==> src/rtl/modbus_rtu_pkg.sv <==
// Shared Modbus RTU timing definitions: FSM states and silence-threshold arithmetic.
package modbus_rtu_pkg;

   typedef enum logic [1:0] {
      STARTUP,
      IDLE,
      FRAME,
      GAP
   } gap_state_e;

   localparam longint unsigned FIXED_T15_US     = 64'd750;
   localparam longint unsigned FIXED_T35_US     = 64'd1750;
   localparam longint unsigned FIXED_BAUD_LIMIT = 64'd19200;

   // Ceil of a silence length in clock cycles; mult_x2 is 3 for t1.5 and 7 for t3.5.
   // Above the baud limit Modbus fixes the silences to 750 us / 1750 us.
   function automatic longint unsigned gap_cycles(
      input longint unsigned clk_freq,
      input longint unsigned baud,
      input longint unsigned char_bits,
      input longint unsigned mult_x2
   );
      longint unsigned num;
      longint unsigned den;
      if (baud > FIXED_BAUD_LIMIT) begin
         num = clk_freq * ((mult_x2 <= 64'd3) ? FIXED_T15_US : FIXED_T35_US);
         den = 64'd1000000;
      end else begin
         num = clk_freq * char_bits * mult_x2;
         den = 64'd2 * baud;
      end
      return (num + den - 64'd1) / den;
   endfunction

endpackage

==> src/rtl/modbus_frame_gap_timer_if.sv <==
// Byte-event and frame-status bundle between the UART receiver side and the frame assembler side.
interface modbus_frame_gap_timer_if #(
   parameter int unsigned MAX_FRAME = 256
);
   logic                               rx_done;
   logic                               rx_err;
   logic                               rx_new_frame;
   logic                               frame_end;
   logic                               frame_err;
   logic [$clog2(MAX_FRAME + 1)-1:0]   byte_cnt;
   logic                               line_idle;

   modport master (
      output rx_done, rx_err,
      input  rx_new_frame, frame_end, frame_err, byte_cnt, line_idle
   );

   modport slave (
      input  rx_done, rx_err,
      output rx_new_frame, frame_end, frame_err, byte_cnt, line_idle
   );
endinterface

==> src/rtl/modbus_frame_gap_timer_gap.sv <==
// Silence counter: clears on a byte, otherwise counts up and saturates at MAX.
// Latency: compares are combinational from the count register.
// Backpressure: none; every clear is taken the cycle it arrives.
module gap_counter #(
   parameter int unsigned MAX = 4011,
   parameter int unsigned T15 = 1719
) (
   input  logic clk_in,
   input  logic rst_in,
   input  logic clr,
   output logic ge_t15,
   output logic at_t35
);
   localparam int unsigned W = $clog2(MAX + 1);

   logic [W-1:0] cnt;

   always_ff @(posedge clk_in or posedge rst_in) begin
      if (rst_in) begin
         cnt <= '0;
      end else if (clr) begin
         cnt <= '0;
      end else if (cnt != W'(MAX)) begin
         cnt <= cnt + 1'b1;
      end
   end

   // cnt+1 is the silence length that the current cycle completes, so the
   // compares fire on the cycle the threshold is reached, not one later.
   assign ge_t15 = (cnt >= W'(T15 - 1));
   assign at_t35 = (cnt >= W'(MAX - 1));

endmodule

==> src/rtl/modbus_frame_gap_timer.sv <==
// Modbus RTU t1.5/t3.5 silence tracker: frame start/end, inter-character violation, byte count.
// Latency: all outputs registered, one cycle after the rx_done that causes them.
// Backpressure: none; rx_done is a strobe and is always consumed.
module modbus_frame_gap_timer
   import modbus_rtu_pkg::*;
#(
   parameter int unsigned CLK_FREQ  = 50000000,
   parameter int unsigned BAUD_RATE = 9600,
   parameter int unsigned CHAR_BITS = 11,
   parameter int unsigned MAX_FRAME = 256
) (
   input  logic                     clk_in,
   input  logic                     rst_in,
   modbus_frame_gap_timer_if.slave  bus
);
   localparam longint unsigned T15_CYC =
      gap_cycles(64'(CLK_FREQ), 64'(BAUD_RATE), 64'(CHAR_BITS), 64'd3);
   localparam longint unsigned T35_CYC =
      gap_cycles(64'(CLK_FREQ), 64'(BAUD_RATE), 64'(CHAR_BITS), 64'd7);
   localparam int unsigned T15 = 32'(T15_CYC);
   localparam int unsigned T35 = 32'(T35_CYC);
   localparam int unsigned CW  = $clog2(MAX_FRAME + 1);

   gap_state_e    state_q, state_d;
   logic          ge_t15, at_t35, late;
   logic          new_frame_q, new_frame_d;
   logic          frame_end_q, frame_end_d;
   logic          frame_err_q, frame_err_d;
   logic          line_idle_q;
   logic [CW-1:0] byte_cnt_q, byte_cnt_d;

   gap_counter #(
      .MAX (T35),
      .T15 (T15)
   ) u_gap (
      .clk_in (clk_in),
      .rst_in (rst_in),
      .clr    (bus.rx_done),
      .ge_t15 (ge_t15),
      .at_t35 (at_t35)
   );

   always_comb begin
      state_d     = state_q;
      new_frame_d = 1'b0;
      frame_end_d = 1'b0;
      frame_err_d = frame_err_q;
      byte_cnt_d  = byte_cnt_q;
      late        = 1'b0;
      case (state_q)
         STARTUP: begin
            if (!bus.rx_done && at_t35) state_d = IDLE;
         end
         IDLE: begin
            if (bus.rx_done) begin
               new_frame_d = 1'b1;
               byte_cnt_d  = CW'(1);
               frame_err_d = bus.rx_err;
               state_d     = FRAME;
            end
         end
         FRAME, GAP: begin
            // A byte on the very cycle silence reaches t1.5 is already late,
            // although GAP only becomes the registered state one cycle later.
            late = (state_q == GAP) || ge_t15;
            if (bus.rx_done) begin
               state_d = FRAME;
               if (byte_cnt_q == CW'(MAX_FRAME)) frame_err_d = 1'b1;
               else                              byte_cnt_d  = byte_cnt_q + 1'b1;
               if (late || bus.rx_err) frame_err_d = 1'b1;
            end else if ((state_q == GAP) && at_t35) begin
               frame_end_d = 1'b1;
               state_d     = IDLE;
            end else if ((state_q == FRAME) && ge_t15) begin
               state_d = GAP;
            end
         end
         default: state_d = STARTUP;
      endcase
   end

   always_ff @(posedge clk_in or posedge rst_in) begin
      if (rst_in) begin
         state_q     <= STARTUP;
         new_frame_q <= 1'b0;
         frame_end_q <= 1'b0;
         frame_err_q <= 1'b0;
         byte_cnt_q  <= '0;
         line_idle_q <= 1'b0;
      end else begin
         state_q     <= state_d;
         new_frame_q <= new_frame_d;
         frame_end_q <= frame_end_d;
         frame_err_q <= frame_err_d;
         byte_cnt_q  <= byte_cnt_d;
         line_idle_q <= (state_d == IDLE);
      end
   end

   assign bus.rx_new_frame = new_frame_q;
   assign bus.frame_end    = frame_end_q;
   assign bus.frame_err    = frame_err_q;
   assign bus.byte_cnt     = byte_cnt_q;
   assign bus.line_idle    = line_idle_q;

endmodule

==> src/flat_wrapper.sv <==
// flat-port wrapper written by rule: the top's interface ports become plain ports
module modbus_frame_gap_timer_flat import modbus_rtu_pkg::*;
#(
   parameter int unsigned CLK_FREQ  = 50000000,
   parameter int unsigned BAUD_RATE = 9600,
   parameter int unsigned CHAR_BITS = 11,
   parameter int unsigned MAX_FRAME = 256
)
  (clk_in, rst_in, bus_rx_done, bus_rx_err, bus_rx_new_frame, bus_frame_end, bus_frame_err, bus_byte_cnt, bus_line_idle);
  modbus_frame_gap_timer_if #(.MAX_FRAME(MAX_FRAME)) bus_i ();
  input  logic clk_in;
  input  logic rst_in;
  input wire logic [$bits(bus_i.rx_done)-1:0] bus_rx_done;
  input wire logic [$bits(bus_i.rx_err)-1:0] bus_rx_err;
  output wire logic [$bits(bus_i.rx_new_frame)-1:0] bus_rx_new_frame;
  output wire logic [$bits(bus_i.frame_end)-1:0] bus_frame_end;
  output wire logic [$bits(bus_i.frame_err)-1:0] bus_frame_err;
  output wire logic [$bits(bus_i.byte_cnt)-1:0] bus_byte_cnt;
  output wire logic [$bits(bus_i.line_idle)-1:0] bus_line_idle;
  assign bus_i.rx_done = bus_rx_done;
  assign bus_i.rx_err = bus_rx_err;
  assign bus_rx_new_frame = bus_i.rx_new_frame;
  assign bus_frame_end = bus_i.frame_end;
  assign bus_frame_err = bus_i.frame_err;
  assign bus_byte_cnt = bus_i.byte_cnt;
  assign bus_line_idle = bus_i.line_idle;
  modbus_frame_gap_timer #(.CLK_FREQ(CLK_FREQ), .BAUD_RATE(BAUD_RATE), .CHAR_BITS(CHAR_BITS), .MAX_FRAME(MAX_FRAME)) u_core (.clk_in(clk_in), .rst_in(rst_in), .bus(bus_i));
endmodule
==> config.mk <==
export PLATFORM = sky130hd
export DESIGN_NAME = modbus_frame_gap_timer_flat
export DESIGN_NICKNAME = d
export VERILOG_FILES = /design/src/rtl/modbus_rtu_pkg.sv /design/src/rtl/modbus_frame_gap_timer_if.sv /design/src/rtl/modbus_frame_gap_timer_gap.sv /design/src/rtl/modbus_frame_gap_timer.sv /design/src/flat_wrapper.sv
export SDC_FILE = /design/constraint.sdc
export NUM_CORES = 1
export LEC_CHECK = 0
export ABC_AREA = 1
export BUFFER_PORTS_ARGS = -buffer_cell sky130_fd_sc_hd__buf_2
export CORE_MARGIN = 2
export CORE_UTILIZATION = 25
export CTS_BUF_LIST = sky130_fd_sc_hd__clkbuf_16
export CTS_CLUSTER_SIZE = 8
export DETAILED_ROUTE_END_ITERATION = 8
export GPL_TIMING_DRIVEN = 0
export SYNTH_ARGS = -nofsm -noshare
export SYNTH_HDL_FRONTEND = slang
export SYNTH_SLANG_ARGS = --single-unit
==> constraint.sdc <==
create_clock -name clk_in -period 1.8 [get_ports clk_in]
set_input_delay 0.27 -clock clk_in [delete_from_list [all_inputs] [get_ports clk_in]]
set_output_delay 0.27 -clock clk_in [all_outputs]
set_load 0.02 [all_outputs]
Yosys cells after proc, flatten, opt, wreduce, memory -nomap -nowiden
Cells that the tools add are included.
- output and inout port bits: 13
- word-level logic and storage cells: 55
- register bits: 33
- $add $sub $neg: 2
- muxes and demuxes: 22
- eq/ne operators: 10
- order comparisons: 2
- reductions and logical operators: 12
- operators with widths (operator ; count):
    two-way mux 18 bit ; 2
    two-way mux 9 bit ; 3
    adder 18 x 1 -> 18 bit, second input constant ; 1
    greater-or-equal comparator 18 x 17 -> 1 bit, second input constant ; 1
    greater-or-equal comparator 18 bit, second input constant ; 1
    != test 18 bit, second input constant ; 1
    case mux 9 bit (2 select lines) ; 1
    two-way mux 2 bit ; 5
    adder 9 x 1 -> 9 bit, second input constant ; 1
    equality test 9 bit, second input constant ; 1
    two-way mux 1 bit ; 9
    AND reduction 4 bit ; 2
    != test 2 bit, second input constant ; 3
    case mux 2 bit (3 select lines) ; 1
    equality test 2 x 1 -> 1 bit, second input constant ; 2
    equality test 2 bit, second input constant ; 2
    nonzero test 2 bit ; 2
    logical AND 1 bit ; 3
    != test 3 x 1 -> 1 bit, second input constant ; 1
    logical NOT 2 bit ; 1
    logical OR 1 bit ; 2
    case mux 1 bit (2 select lines) ; 1
    OR reduction 2 bit ; 1
    logical NOT 1 bit ; 1

Logic depth before layout (Yosys ltp)
- depth after elaboration: 7
- depth in mapped cells: 11

Modules after synthesis
A second synthesis with hierarchy kept.
- cells, all modules: 289
- area, all modules: 2059.5 µm²
- by module, submodules not included (module ; cells each ; seq. area each (µm²) ; times used ; area each (µm²)):
    gap_counter ; 174 ; 450.4 ; 1 ; 1179.9
    modbus_frame_gap_timer ; 115 ; 375.4 ; 1 ; 879.6

Worst setup path after synthesis
No wires, ideal clock.
- path type: register to register
- from: register u_core.u_gap.cnt[0]
- to: register u_core.u_gap.cnt[14]
- required time: 1.679 ns
- setup slack: 0.318 ns
- buffers on the path: 0
- data arrival time: 1.362 ns
- cell stages (with the launch flop): 9
- path through: dfrtp_1 > ha_1 > nand3_1 > nor3_2 > nand2_2 > nor2_4 > nand3_1 > o21ai_0 > nor2_1
- cells in the longest elaborated chain, start to end: 3
- RTL lines (what ; line ; RTL):
    from (decl) ; modbus_frame_gap_timer_gap.sv:16 ; logic [W-1:0] cnt;
    from (signal assigned) ; modbus_frame_gap_timer_gap.sv:24 ; cnt <= cnt + 1'b1;
    adder 18 x 1 -> 18 bit ; modbus_frame_gap_timer_gap.sv:24 ;
    two-way mux 18 bit ; modbus_frame_gap_timer_gap.sv:23 ; end else if (cnt != W'(MAX)) begin
    two-way mux 18 bit ; modbus_frame_gap_timer_gap.sv:21 ; end else if (clr) begin
Several ways; a longest one is shown, not always the timed one. The select of a mux whose other input is x is not followed.
A chain may end at the register's enable or synchronous reset.

Final worst setup path
Same ends and word-level chain as after synthesis.

==> results.sh <==
export IMPL_clk_latency_ns=0.28
export IMPL_start_util_pct=25.4
export IMPL_antenna_found_initial=0
export IMPL_synth_cell_types=24
export IMPL_fin_cells=390
export IMPL_ios=17
export IMPL_cts_tree="built"
export IMPL_cts_buffers=5
export IMPL_hold_class="input port to async pin"
export IMPL_drv_slew=0
export IMPL_ys_flop_type="dfrtp_1"
export IMPL_ys_async_sr_fraction_pct=100
export IMPL_post_synth_top_area_fraction_pct=42.5
export IMPL_routedWlPerCell_um=11.1
export IMPL_synth_area_um2=1940
export IMPL_multi_input_area_um2=967
export IMPL_synth_fp_nets=273
export IMPL_period_share_pct=91.7
export IMPL_powerDensity_nw_per_um2=997
export IMPL_crit_required_ns=1.97
export IMPL_cts_root_buf="clkbuf_16"
export IMPL_syn_avg_cell_area_um2=7.39
export IMPL_period_needed_ns=1.65
export IMPL_groute_usage_overall_pct=11.6
export IMPL_antenna_left=0
export IMPL_cp_max_fo=5
export IMPL_fin_hold_ws_ns=0.101
export IMPL_max_stage_delay_ns=0.41
export IMPL_fin_area_um2=2330
export IMPL_worstSetupPathType="flip-flop to flip-flop"
export IMPL_maxCapViolCount=0
export IMPL_ir_drop_mv=0.342
export IMPL_worstMarginPinSlew_ns=0.709
export IMPL_gr_usage_met3_pct=2.38
export IMPL_arrival_ns=1.82
export IMPL_crit_buf_inv=0
export IMPL_reg2reg_slack_ns=0.15
export IMPL_status="completed"
export IMPL_cts_buffer_depth=2
export IMPL_rsz0062_at_grt="no"
export IMPL_dpl_cell_area_um2=2150
export IMPL_grt_pass1_vias=1745
export IMPL_layout_common_cells="nand2_1, inv_1, nor2_1, dfrtp_1, nand3_1"
export IMPL_n_antenna_cell=0
export IMPL_grtUsageMet1_pct=15.1
export IMPL_hold_viol_final=0
export IMPL_die_h_um=92.2
export IMPL_dp_worst_setup_slack_ns=0.101
export IMPL_grt_ovfl_total=0
export IMPL_final_seq_area_um2=826
export IMPL_final_common_cell="nand2_1"
export IMPL_worst_slack_ns=0.150
export IMPL_dp_cells=381
export IMPL_drive_gt1_share_pct=14.6
export IMPL_rows=32
export IMPL_cp_cell_sequence="ha_2 -> nand3_2 -> nor3_4 -> nand2_2 -> nor2_4 -> nand3_1 -> o21ai_1 -> nor2_1"
export IMPL_synth_seq_area_share_pct=42.5
export IMPL_r2r_cells=8
export IMPL_synth_area_leader_cell="dfrtp_1"
export IMPL_firstDrtPassIters=4
export IMPL_slew_headroom_pct=52.6
export IMPL_critical_path_top_delay_family="simple AND/OR/NAND/NOR gates"
export IMPL_fin_util_pct=30.4
export IMPL_grt_busiest_layer="met2"
export IMPL_hpwl_um=3140
export IMPL_fmax_mhz=606
export IMPL_grtUsageMet2_pct=18.8
export IMPL_slowest_stage="dfrtp_1"
export IMPL_wl_um=4350
export IMPL_regToRegEndpoint="u_core.u_gap.cnt[14]"
export IMPL_grt_pass1_wl_um=7890
export IMPL_fin_setup_tns_ns=0
export IMPL_num_fill_cells=827
export IMPL_power_total_mw=2.32
export IMPL_ys_warn_count=0
export IMPL_nNetsFinal=297
export IMPL_ys_ff_latch=33
export IMPL_dieArea_um2=8500
export IMPL_leakagePower_nw=1.18
export IMPL_gp_congestion=0.841
export IMPL_die_w_um=92.2
export IMPL_area_growth_pct=19.6
export IMPL_detail_route_vias_per_cell=4.37
export IMPL_finalSetupViolCount=0
export IMPL_drt_iter0_drc=63
export IMPL_synth_edf_count=0
export IMPL_cts_hold_buf=0
export IMPL_htreeDepth=2
export IMPL_synth_top_cells_by_area="dfrtp_1, nand2_1, inv_1"
export IMPL_clk_pin_slew_worst_paths_ns=0.06
export IMPL_vias=1706
export IMPL_synthCells=263
export IMPL_r2r_start="u_core.u_gap.cnt[0]"
export IMPL_endpoint_kind="flip-flop"
export IMPL_io_buffers=16
export IMPL_startpoint_type="flip-flop"
export IMPL_coreArea_um2=7650
export IMPL_worstSetupStartpoint="u_core.u_gap.cnt[0]"
export IMPL_skew_ns=0.00623
export IMPL_clock_sinks=33
export IMPL_grt_max_degree=34
export IMPL_route_detailed_drc=0
worst max-delay path by stage:
stage                            to  slack (ns)  cells past startpoint
3_5_place_dp   u_core.u_gap.cnt[16]        0.10                      7
5_1_grt        u_core.u_gap.cnt[14]       0.009                      8
4_1_cts        u_core.u_gap.cnt[16]        0.09                      7
3_3_place_gp   u_core.u_gap.cnt[16]        0.11                      7
6_report       u_core.u_gap.cnt[14]        0.15                      8
2_1_floorplan  u_core.u_gap.cnt[14]        0.32                      8
logic make-up (layout without fill, tap and decap cells):
family,after synthesis,count (layout),share of synthesized area (%)
and+or+nand+nor,139,139,32.9
buffers and inverters,45,70,8.88
AOI/OAI and AO/OA,34,34,9.14
DFF,33,33,42.5
adders and majority gates,6,6,3.86
xor gates and xnor gates,6,6,2.70
cell type report:
type                            instances  area share, %
Inverter                               40           6.46
Buffer                                  5           1.08
Sequential cell                        33           35.5
Timing Repair Buffer                   17           3.77
Multi-Input combinational cell        185           41.6
Tap cell                              102           5.49
Clock inverter                          3          0.753
Clock buffer                            5           5.38
routing by layer:
metal,part of all wire [%],vias up,wire [um]
met5,0,-,0
met4,1.7,0,74
met3,2.3,8,101
met2,45,18,1950
met1,51,797,2220
li1,-,883,-
sequential cells by signal (all words and copies together), names as in the netlist:
register / count
u_core.bus.rx_new_frame: 1
u_core.bus.frame_end: 1
u_core.u_gap.cnt: 18
u_core.bus.byte_cnt: 9
u_core.bus.line_idle: 1
u_core.bus.frame_err: 1
u_core.state_q: 2
repair_timing:
item                                    4_1_cts  5_1_grt
buffers inserted                              0        1
endpoints found under the setup margin        0        8
resized for setup                             0        7
where the power goes:
part           leakage (nW)  switching (mW)  total, mW  internal (mW)
registers             0.446          0.0743      0.905          0.831
clock network        0.0696           0.338      0.845          0.507
logic                 0.661           0.390      0.569          0.178
total                  1.18           0.803       2.32           1.52
cells in the mapped netlist (2+ instances only):
master / number
nand2_2: 2
o21ai_0: 20
nor3_1: 10
xor2_1: 6
nand2_1: 52
a21oi_1: 10
dfrtp_1: 33
nand3b_1: 2
buf_2: 3
nand4_1: 6
inv_1: 40
ha_1: 6
nor2_4: 2
nor2_1: 38
a31oi_1: 2
nand2_4: 2
nand3_1: 22
Note: power is estimated with default switching activity, not from simulation.
